File: config.mk
export PLATFORM = sky130hd
export DESIGN_NAME = p4_lfsr32
export DESIGN_NICKNAME = d
export VERILOG_FILES = /design/src/rtl/p4_adder_pkg.sv /design/src/rtl/p4_lfsr32.sv
export SDC_FILE = /design/constraint.sdc
export NUM_CORES = 1
export LEC_CHECK = 0
export CAP_MARGIN = 20
export CORE_ASPECT_RATIO = 0.9
export CORE_MARGIN = 8
export CORE_UTILIZATION = 25
export CTS_BUF_LIST = sky130_fd_sc_hd__clkbuf_4 sky130_fd_sc_hd__clkbuf_8 sky130_fd_sc_hd__clkbuf_16
export DETAILED_ROUTE_END_ITERATION = 7
export GPL_ROUTABILITY_DRIVEN = 0
export PLACE_DENSITY = 0.57
export SETUP_SLACK_MARGIN = 0.05
export SYNTH_ARGS = -nofsm -noshare
export SYNTH_HDL_FRONTEND = slang
export SYNTH_SLANG_ARGS = --single-unit
File: constraint.sdc
create_clock -name clk -period 1.5 [get_ports clk]
set_clock_uncertainty 0.2 [all_clocks]
set_input_delay 0.225 -clock clk [delete_from_list [all_inputs] [get_ports clk]]
set_output_delay 0.225 -clock clk [all_outputs]
set_load 0.05 [all_outputs]
File: src/rtl/p4_adder_pkg.sv
// p4_adder_pkg: shared width constants, LFSR polynomial, checker FSM states and corner vectors.
package p4_adder_pkg;

    localparam int nbit           = 32;
    localparam int nbit_per_block = 4;

    // Galois right-shift taps for x^32+x^22+x^2+x+1
    localparam logic [31:0] LFSR_POLY = 32'h8020_0003;

    typedef enum logic [2:0] {IDLE, LOAD, WAIT, CHECK, FINISH} state_t;

    // Index 0 is the first vector of a run; narrower adders use the low NBIT bits
    localparam logic [3:0][31:0] CORNER_A   = {32'h5555_5555, 32'hFFFF_FFFF, 32'hFFFF_FFFF, 32'h0000_0000};
    localparam logic [3:0][31:0] CORNER_B   = {32'hAAAA_AAAA, 32'hFFFF_FFFF, 32'h0000_0000, 32'h0000_0000};
    localparam logic [3:0]       CORNER_CIN = 4'b1110;

    function automatic logic [31:0] lfsr_next(input logic [31:0] s);
        return {1'b0, s[31:1]} ^ (s[0] ? LFSR_POLY : 32'h0);
    endfunction

endpackage

File: src/rtl/p4_lfsr32.sv
// p4_lfsr32: 32-bit Galois LFSR; each enabled cycle advances two steps (one A/B operand pair).
module p4_lfsr32
    import p4_adder_pkg::*;
#(
    parameter logic [31:0] SEED = 32'hACE1_2468
) (
    input  logic        clk,
    input  logic        rst,
    input  logic        step,
    output logic [31:0] state
);

    logic [31:0] r_state;

    always_ff @(posedge clk or posedge rst) begin
        if (rst)
            r_state <= SEED;
        else if (step)
            r_state <= lfsr_next(lfsr_next(r_state));
    end

    assign state = r_state;

endmodule

==> metrics.md, run 1 <==
| Metric | Value |
|---|---|
| Clock Sink Count | `32` |
| Port buffer count | `34` |
| Starting Density | `25.88%` |
| Slowest cell on crit path | `dfstp_2` |
| Initial drt markers | `22` |
| Avg Cell Area, Syn | `16.04 sq um` |
| Register area share after synthesis | `65.30%` |
| Pre-CTS WS | `-161.4 ps` |
| Die height | `83.12 microns` |
| CP max FO | `3` |
| 1st-pass router iterations | `3` |
| CTS root buffer | `clkbuf_8` |
| Post-synthesis compound-gate area fraction | `1.200%` |
| Slowest stage delay, CP | `580 ps` |
| DR WL/cell | `14.13 microns` |
| Post-Synthesis Cells | `78` |
| Clk_lat worst skew | `280 ps` |
| # Max-Cap Violations | `0` |
| Tcrit/Tclk final | `95.09%` |
| Layout area overhead | `70.90%` |
| Placed inst area | `2011 sq um` |
| #FFs+latches synth | `32` |
| Critical path class | `reg2out` |
| RSZ-0062 raised after global routing | `true` |
| Critical path cell sequence | `buf_12` |
| Worst EP required | `1070 ps` |
| First-pass GRT wire length | `4367 microns` |
| Hold Path Class | `in2async` |
| Die X-Extent | `90.57 microns` |
| Slew HR | `87.39%` |
| Most common cell after layout, fill and taps aside | `buf_12` |
| Crit path max-delay family | `flip-flops` |
| HPWL Detailed | `1938 microns` |
| Synthesis warning total | `0` |
| Highest Clock Rate | `0.7011 GHz` |
| Critical Path AT | `1000 ps` |
| Post-synthesis adder-cell area fraction | `0%` |
| CTS tree | `done` |
| Gr usage total | `7.657%` |
| Via count | `758` |
| Clk buf depth | `2` |
| Pin slew with the least headroom to its limit | `189.2 ps` |
| CP Buf/Inv Count | `1` |
| Clock slew at reported path FFs | `60 ps` |
| Post-layout minimum cycle time | `1426 ps` |
| DR DRC count | `0` |
| Post-DRT Antenna Nets | `0` |
| Core area | `4835 sq um` |
| Num rows | `24` |
| Post-synthesis simple-gate area fraction | `1.200%` |
| Setup crit end kind | `output pin` |
| Share of cells above drive strength 1 | `73.77%` |
| Design area | `2138 sq um` |
| Total nets after synthesis | `81` |
| Most frequent cells in the layout | `buf_12, mux2_2, dfrtp_1, dfstp_2, clkbuf_8` |
| Die Area | `7528 sq um` |
| Vias in the first global route | `859` |
| Htree depth | `2` |
| Syn Std Cell Area | `1251 sq um` |
| Final setup fails | `0` |
| Mux contribution to synthesized area | `25.20%` |
| Vias per cell | `4.053` |
| Antenna fix cells | `0` |
| Fin. Hold Viols | `0` |
| Main combinational cell family by area after synthesis | `multiplexers` |
| CTS buffer count | `5` |
| Final WS setup | `73.64 ps` |
| Slew Limit Fails | `0` |
| Status | `finished, final reports clean` |
| Number of I/O pins | `35` |
| Drt total wl | `2643 microns` |
| Synth cell types | `12` |
| Grt ovf | `0` |
| Max FFs per register | `32` |
| Largest net degree at the start of global routing | `36` |
| Worst Setup Start Kind | `flop` |
| Synth Area in XOR/XNOR | `4.800%` |
| Final net count | `124` |
| Initial antenna violation count | `0` |
==> per-layer routing <==
layer | track usage (%) | wire, microns | vias to the layer above
met1 | 7.888 | 1088 | 378
met2 | 11.61 | 1249 | 24
met3 | 5.036 | 252 | 5
li1 | - | - | 351
met4 | 4.079 | 53 | 0
met5 | 0 | 0 | -
==> synth_stat cells <==
master	instances	area share, %
dfstp_2	13	27
a21oi_1	3	1.2
nor2_1	3	0.90
inv_1	1	0.30
nand2_1	1	0.30
xor2_1	1	0.70
buf_2	2	0.80
xnor2_2	1	1.3
buf_4	2	1.2
mux2_2	28	25
dfrtp_1	19	38
xnor2_1	4	2.8
==> logic make-up after synthesis <==
group	count (synthesis)
muxes	28
DFF	32
AOI/OAI and AO/OA	3
buffers and inverters	5
and+or+nand+nor	4
xor gates and xnor gates	6
==> path summary, 6_finish.rpt <==
kind,from,to,slack [ps],cells after the start
setup reg to reg,state[0]$_DFFE_PP0P_,state[21]$_DFFE_PP1P_,210,3
min in group clk,state[31]$_DFFE_PP1P_,state[31]$_DFFE_PP1P_,330,2
max in group asynchronous,rst,state[16]$_DFFE_PP1P_,770,3
hold / removal,rst,state[19]$_DFFE_PP0P_,90,3
hold reg to reg,state[31]$_DFFE_PP1P_,state[31]$_DFFE_PP1P_,330,2
setup / recovery,state[3]$_DFFE_PP1P_,state[3],70,1
==> stage by stage <==
step / std cells / utilization (%) / TNS (ps) / hold slack [ps]
after CTS: 183 / 43.61 / 0 / 86.88
final: 187 / 44.23 / 0 / 92.87
after detailed placement: 175 / 41.59 / -3662 / 324.2
after global placement: 175 / 41.59 / -2961 / 312.0
after global routing: 187 / 44.23 / 0 / 120.5
after floorplan: 78 / - / 0 / 131.4
==> area by class of cell <==
type	count	area, sq um
fill	417	2696
sequential	32	819.5
timing repair buffer	40	730.7
multi-input combinational	41	405.4
clock buffer	8	97.59
tap	65	81.33
inverter	1	3.754
==> timing repair <==
item                                    in CTS  in global routing
setup buffers                                0                  4
hold buffers                                 0                  0
endpoints found under the hold margin        0                  0
resized for setup                            0                  0
endpoints found under the setup margin       0                  7
Power of run 1 is left out: the tool's default activity adds up to more than one toggle a clock period on the data nets, which glitch-free logic cannot reach.
==> run 2, diff against run 1 <==
--- a/config.mk
+++ b/config.mk
@@ -13,7 +13,9 @@
 export DETAILED_ROUTE_END_ITERATION = 7
 export GPL_ROUTABILITY_DRIVEN = 0
 export PLACE_DENSITY = 0.57
+export RECOVER_POWER = 50
 export SETUP_SLACK_MARGIN = 0.05
+export SLEW_MARGIN = 20
 export SYNTH_ARGS = -nofsm -noshare
 export SYNTH_HDL_FRONTEND = slang
 export SYNTH_SLANG_ARGS = --single-unit
==> run 2 against run 1 <==
  * First-iteration DRC count is 18% lower
  * Largest cell class unchanged
  * Global-route usage stayed put
  * Hold slack better by 180 ps
==> metrics.md, run 2 (same netlist as run 1, synthesis figures left out) <==
| Metric | Value |
|---|---|
| Status | `finished, final reports clean` |
| Sum Neg Setup Slack | `0 ps (unchanged)` |
| Critical path class | `in2reg` |
| Critical Path AT | `1400 ps (+400 ps)` |
| # Max-Cap Violations | `0 (unchanged)` |
| Vias in the first global route | `859 (unchanged)` |
| Most frequent cells in the layout | `mux2_2, buf_12, dfrtp_1, dfstp_2, clkbuf_2` |
| Final setup fails | `0 (unchanged)` |
| Share of cells above drive strength 1 | `73.77% (unchanged)` |
| Starting Density | `25.88% (unchanged)` |
| Crit path max-delay family | `buffers and inverters` |
| Vias per cell | `4.059 (+0.13%)` |
| Hold Path Class | `in2async` |
| Port buffer count | `34 (unchanged)` |
| Pin slew with the least headroom to its limit | `743.3 ps (+554.1 ps)` |
| Setup crit end kind | `flop` |
| Die Area | `7528 sq um (unchanged)` |
| Largest net degree at the start of global routing | `36 (unchanged)` |
| CTS buffer count | `5 (unchanged)` |
| Die height | `83.12 microns (unchanged)` |
| Final net count | `124 (unchanged)` |
| Highest Clock Rate | `0.6955 GHz (-0.80%)` |
| CP Buf/Inv Count | `2 (+1)` |
| Hold WS | `269.0 ps (+176.1 ps)` |
| Clock slew at reported path FFs | `60 ps (about the same)` |
| Fin. Hold Viols | `0 (unchanged)` |
| Gr usage total | `7.657% (unchanged)` |
| Antenna fix cells | `0 (unchanged)` |
| Max FFs per register | `32 (unchanged)` |
| Core area | `4835 sq um (unchanged)` |
| Clk buf depth | `2 (unchanged)` |
| Critical path cell sequence | `dlygate4sd3_1 > buf_12 > mux2_2` |
| Tcrit/Tclk final | `95.86% (+0.77 points)` |
| Number of I/O pins | `35 (unchanged)` |
| Htree depth | `2 (unchanged)` |
| Drt total wl | `2635 microns (-0.30%)` |
| Slowest cell on crit path | `dlygate4sd3_1` |
| Worst EP required | `1470 ps (+400 ps)` |
| Post-DRT Antenna Nets | `0 (unchanged)` |
| Fin util | `41.43% (-2.8 points)` |
| Clock Sink Count | `32 (unchanged)` |
| First-pass GRT wire length | `4367 microns (unchanged)` |
| Pre-CTS WS | `-161.4 ps (unchanged)` |
| CP max FO | `35 (+32)` |
| # resized after CTS | `0 (unchanged)` |
| Slowest stage delay, CP | `580 ps (about the same)` |
| Initial antenna violation count | `0 (unchanged)` |
| Layout area overhead | `60.10%` |
| Final WS setup | `62.10 ps (-11.54 ps)` |
| CTS root buffer | `clkbuf_8` |
| Slew HR | `50.45% (-37 points)` |
| # hold bufs at CTS | `0 (unchanged)` |
| Via count | `759 (+0.13%)` |
| Post-layout minimum cycle time | `1438 ps (+11.54 ps)` |
| HPWL Detailed | `1938 microns (unchanged)` |
| 1st-pass router iterations | `3 (unchanged)` |
| Slew Limit Fails | `0 (unchanged)` |
| Post-CTS Setup Bufs | `0 (unchanged)` |
| CTS tree | `done` |
| Die X-Extent | `90.57 microns (unchanged)` |
| DR WL/cell | `14.09 microns (-0.30%)` |
| Num rows | `24 (unchanged)` |
| Worst Setup Start Kind | `input port` |
| Most common cell after layout, fill and taps aside | `mux2_2` |
| Initial drt markers | `18 (-18%)` |
| Grt ovf | `0 (unchanged)` |
| CP Launch Point | `step` |
| RSZ-0062 raised after global routing | `true` |
| Clk_lat worst skew | `280 ps (about the same)` |
| DR DRC count | `0 (unchanged)` |
| Worst r2r src | `state[0]$_DFFE_PP0P_` |
run 2: path summary, 6_finish.rpt:
check | cells after the start | slack (ps) | endpoint
min in group clk | 2 | 330 | state[31]$_DFFE_PP1P_
worst min-delay path | 3 | 270 | state[25]$_DFFE_PP0P_
worst max register to register | 3 | 200 | state[21]$_DFFE_PP1P_
worst max-delay path | 3 | 60 | state[28]$_DFFE_PP0P_
max in group asynchronous | 3 | 320 | state[0]$_DFFE_PP0P_
worst min register to register | 2 | 330 | state[31]$_DFFE_PP1P_
run 2: worst reg2reg max path, delay by kind of cell (launching register included):
| kind | cells | cell delay [ps] |
|---|---|---|
| xor+xnor | 2 | 290 |
| mux | 1 | 260 |
| flops | 1 | 480 |
run 2: per-layer routing:
metal	part of all wire [%]	track usage [%]	vias to the layer above	routed length, microns
met2	47	11.61	24	1251
met4	2.0	4.079	0	53
li1	-	-	353	-
met1	41	7.888	377	1083
met5	0	0	-	0
met3	9.4	5.036	5	247
run 2: final cells by class:
type	instances	area [sq um]
multi-input combinational	41	405.4
sequential	32	819.5
inverter	1	3.754
clock buffer	8	97.59
fill	432	2831
timing repair buffer	40	595.6
tap	65	81.33
run 2: metrics by stage:
step	instances	cell area [sq um]
after floorplan	78	1254
after global placement	175	2011
after detailed placement	175	2011
after CTS	183	2108
after global routing	187	2003
final	187	2003
Power of run 2 is left out for the same reason.
==> run 3, diff against run 2 <==
--- a/config.mk
+++ b/config.mk
@@ -8,11 +8,11 @@
 export CAP_MARGIN = 20
 export CORE_ASPECT_RATIO = 0.9
 export CORE_MARGIN = 8
-export CORE_UTILIZATION = 25
+export CORE_UTILIZATION = 46
 export CTS_BUF_LIST = sky130_fd_sc_hd__clkbuf_4 sky130_fd_sc_hd__clkbuf_8 sky130_fd_sc_hd__clkbuf_16
 export DETAILED_ROUTE_END_ITERATION = 7
 export GPL_ROUTABILITY_DRIVEN = 0
-export PLACE_DENSITY = 0.57
+export PLACE_DENSITY = 0.87
 export RECOVER_POWER = 50
 export SETUP_SLACK_MARGIN = 0.05
 export SLEW_MARGIN = 20
==> run 3 against run 2 <==
  * Non-clock buffer count rose by 9
  * Sequential cell count stayed put
  * Hold slack improved by 76 ps
==> metrics.md, run 3 (same netlist as run 1, synthesis figures left out) <==
| Metric | Value |
|---|---|
| Status | `finished, final reports clean` |
| Vias per cell | `5.037 (+24%)` |
| Initial drt markers | `11 (-7)` |
| Via count | `811 (+6.9%)` |
| Setup crit end kind | `flop` |
| Layout area overhead | `68.10%` |
| Clk_lat worst skew | `330 ps (+50 ps)` |
| Clock Sink Count | `32 (unchanged)` |
| Die X-Extent | `70.98 microns (-22%)` |
| Hold WS | `345.3 ps (+76.34 ps)` |
| Slew Limit Fails | `0 (unchanged)` |
| Critical path class | `in2reg` |
| Initial antenna violation count | `0 (unchanged)` |
| Tcrit/Tclk final | `98.48% (+2.6 points)` |
| Share of cells above drive strength 1 | `74.81% (+1.0 points)` |
| 1st-pass router iterations | `2 (-1)` |
| Worst Setup Start Kind | `input port` |
| Vias in the first global route | `936 (+9.0%)` |
| Fin util | `79.14% (+38 points)` |
| Sum Neg Setup Slack | `0 ps (unchanged)` |
| CP max FO | `35 (unchanged)` |
| Critical Path AT | `1490 ps (+90 ps)` |
| Final setup fails | `0 (unchanged)` |
| Htree depth | `2 (unchanged)` |
| Slowest cell on crit path | `clkdlybuf4s50_1` |
| DR DRC count | `0 (unchanged)` |
| Final WS setup | `22.83 ps (-39.27 ps)` |
| Largest net degree at the start of global routing | `36 (unchanged)` |
| Most common cell after layout, fill and taps aside | `buf_12` |
| Max FFs per register | `32 (unchanged)` |
| Die Area | `4647 sq um (-38%)` |
| CTS buffer count | `5 (unchanged)` |
| Pre-CTS WS | `-142.9 ps (+18.54 ps)` |
| Post-layout minimum cycle time | `1477 ps (+39.27 ps)` |
| Post-DRT Antenna Nets | `0 (unchanged)` |
| Worst EP required | `1510 ps (+40 ps)` |
| Core area | `2658 sq um (-45%)` |
| Highest Clock Rate | `0.6770 GHz (-2.7%)` |
| Fill count | `144 (-67%)` |
| Antenna fix cells | `0 (unchanged)` |
| Die height | `65.48 microns (-21%)` |
| CTS tree | `done` |
| Most frequent cells in the layout | `buf_12, mux2_2, dfrtp_1, buf_4, dfstp_2` |
| # Max-Cap Violations | `0 (unchanged)` |
| Slowest stage delay, CP | `450 ps (-130 ps)` |
| Number of I/O pins | `35 (unchanged)` |
| Drt total wl | `2835 microns (+7.6%)` |
| Fin. Hold Viols | `0 (unchanged)` |
| Clock slew at reported path FFs | `90 ps (+30 ps)` |
| Final net count | `133 (+7.3%)` |
| Port buffer count | `34 (unchanged)` |
| CTS root buffer | `clkbuf_4` |
| DR WL/cell | `17.61 microns (+25%)` |
| Gr usage total | `13.38% (+5.7 points)` |
| Slew HR | `50.04% (-0.40 points)` |
| HPWL Detailed | `1958 microns (+1.0%)` |
| Critical path cell sequence | `clkdlybuf4s50_1 > clkbuf_4 > mux2_2` |
| Clk buf depth | `2 (unchanged)` |
| Grt ovf | `0 (unchanged)` |
| Pin slew with the least headroom to its limit | `749.3 ps (+6.036 ps)` |
| Starting Density | `47.08% (+21 points)` |
| First-pass GRT wire length | `4650 microns (+6.5%)` |
| Num rows | `18 (-25%)` |
| RSZ-0062 raised after global routing | `true` |
| Hold Path Class | `reg2reg` |
run 3: changes by cell type in the layout (fill, tap and decap cells not counted), sizes merged:
cell / delta
clkbuf: -7
buf: +16
run 3: worst max-delay path, delay by kind of cell:
family / cells / cell delay, ps
buf+inv: 2 / 860
mux: 1 / 390
run 3: metrics by stage:
stage | std cells | instance area, sq um
after CTS | 159 | 2116
after floorplan | 78 | 1254
after global placement | 140 | 1967
after detailed placement | 140 | 1967
final | 161 | 2103
after global routing | 161 | 2103
run 3: final cells by class:
| class | count | area, sq um | share of cell area, % |
|---|---|---|---|
| Multi-Input combinational cell | 41 | 405.4 | 19.27 |
| Timing Repair Buffer | 49 | 770.7 | 36.64 |
| Clock buffer | 8 | 66.31 | 3.153 |
| Inverter | 1 | 3.754 | 0.1785 |
| Sequential cell | 32 | 819.5 | 38.96 |
| Tap cell | 30 | 37.54 | 1.785 |
run 3: metal layers:
metal,part of all wire [%],up-vias,track usage (%)
met1,36,407,12.67
met4,3.0,0,7.254
met3,7.3,9,7.751
met5,0,-,0
met2,53,25,22.66
li1,-,370,-
run 3: worst paths after layout:
check                                      start                    end  depth (start not counted)  slack (ps)
max reg2reg                 state[1]$_DFFE_PP0P_  state[21]$_DFFE_PP1P_                          3          80
min reg2reg                state[31]$_DFFE_PP1P_  state[31]$_DFFE_PP1P_                          2         350
max                                         step  state[18]$_DFFE_PP0P_                          3          20
max in group asynchronous                    rst   state[0]$_DFFE_PP0P_                          3         200
min in group asynchronous                    rst  state[25]$_DFFE_PP0P_                          3         380
min                        state[31]$_DFFE_PP1P_  state[31]$_DFFE_PP1P_                          2         350
run 3: repair_timing:
action                                  4_1_cts  5_1_grt
hold buffers                                  0        0
buffers inserted                             11        2
gates cloned                                  0        0
hold endpoints to repair                      0        0
pin swaps                                     0        1
resized for setup                             0        1
endpoints found under the setup margin       13       15
Power of run 3 is left out for the same reason.
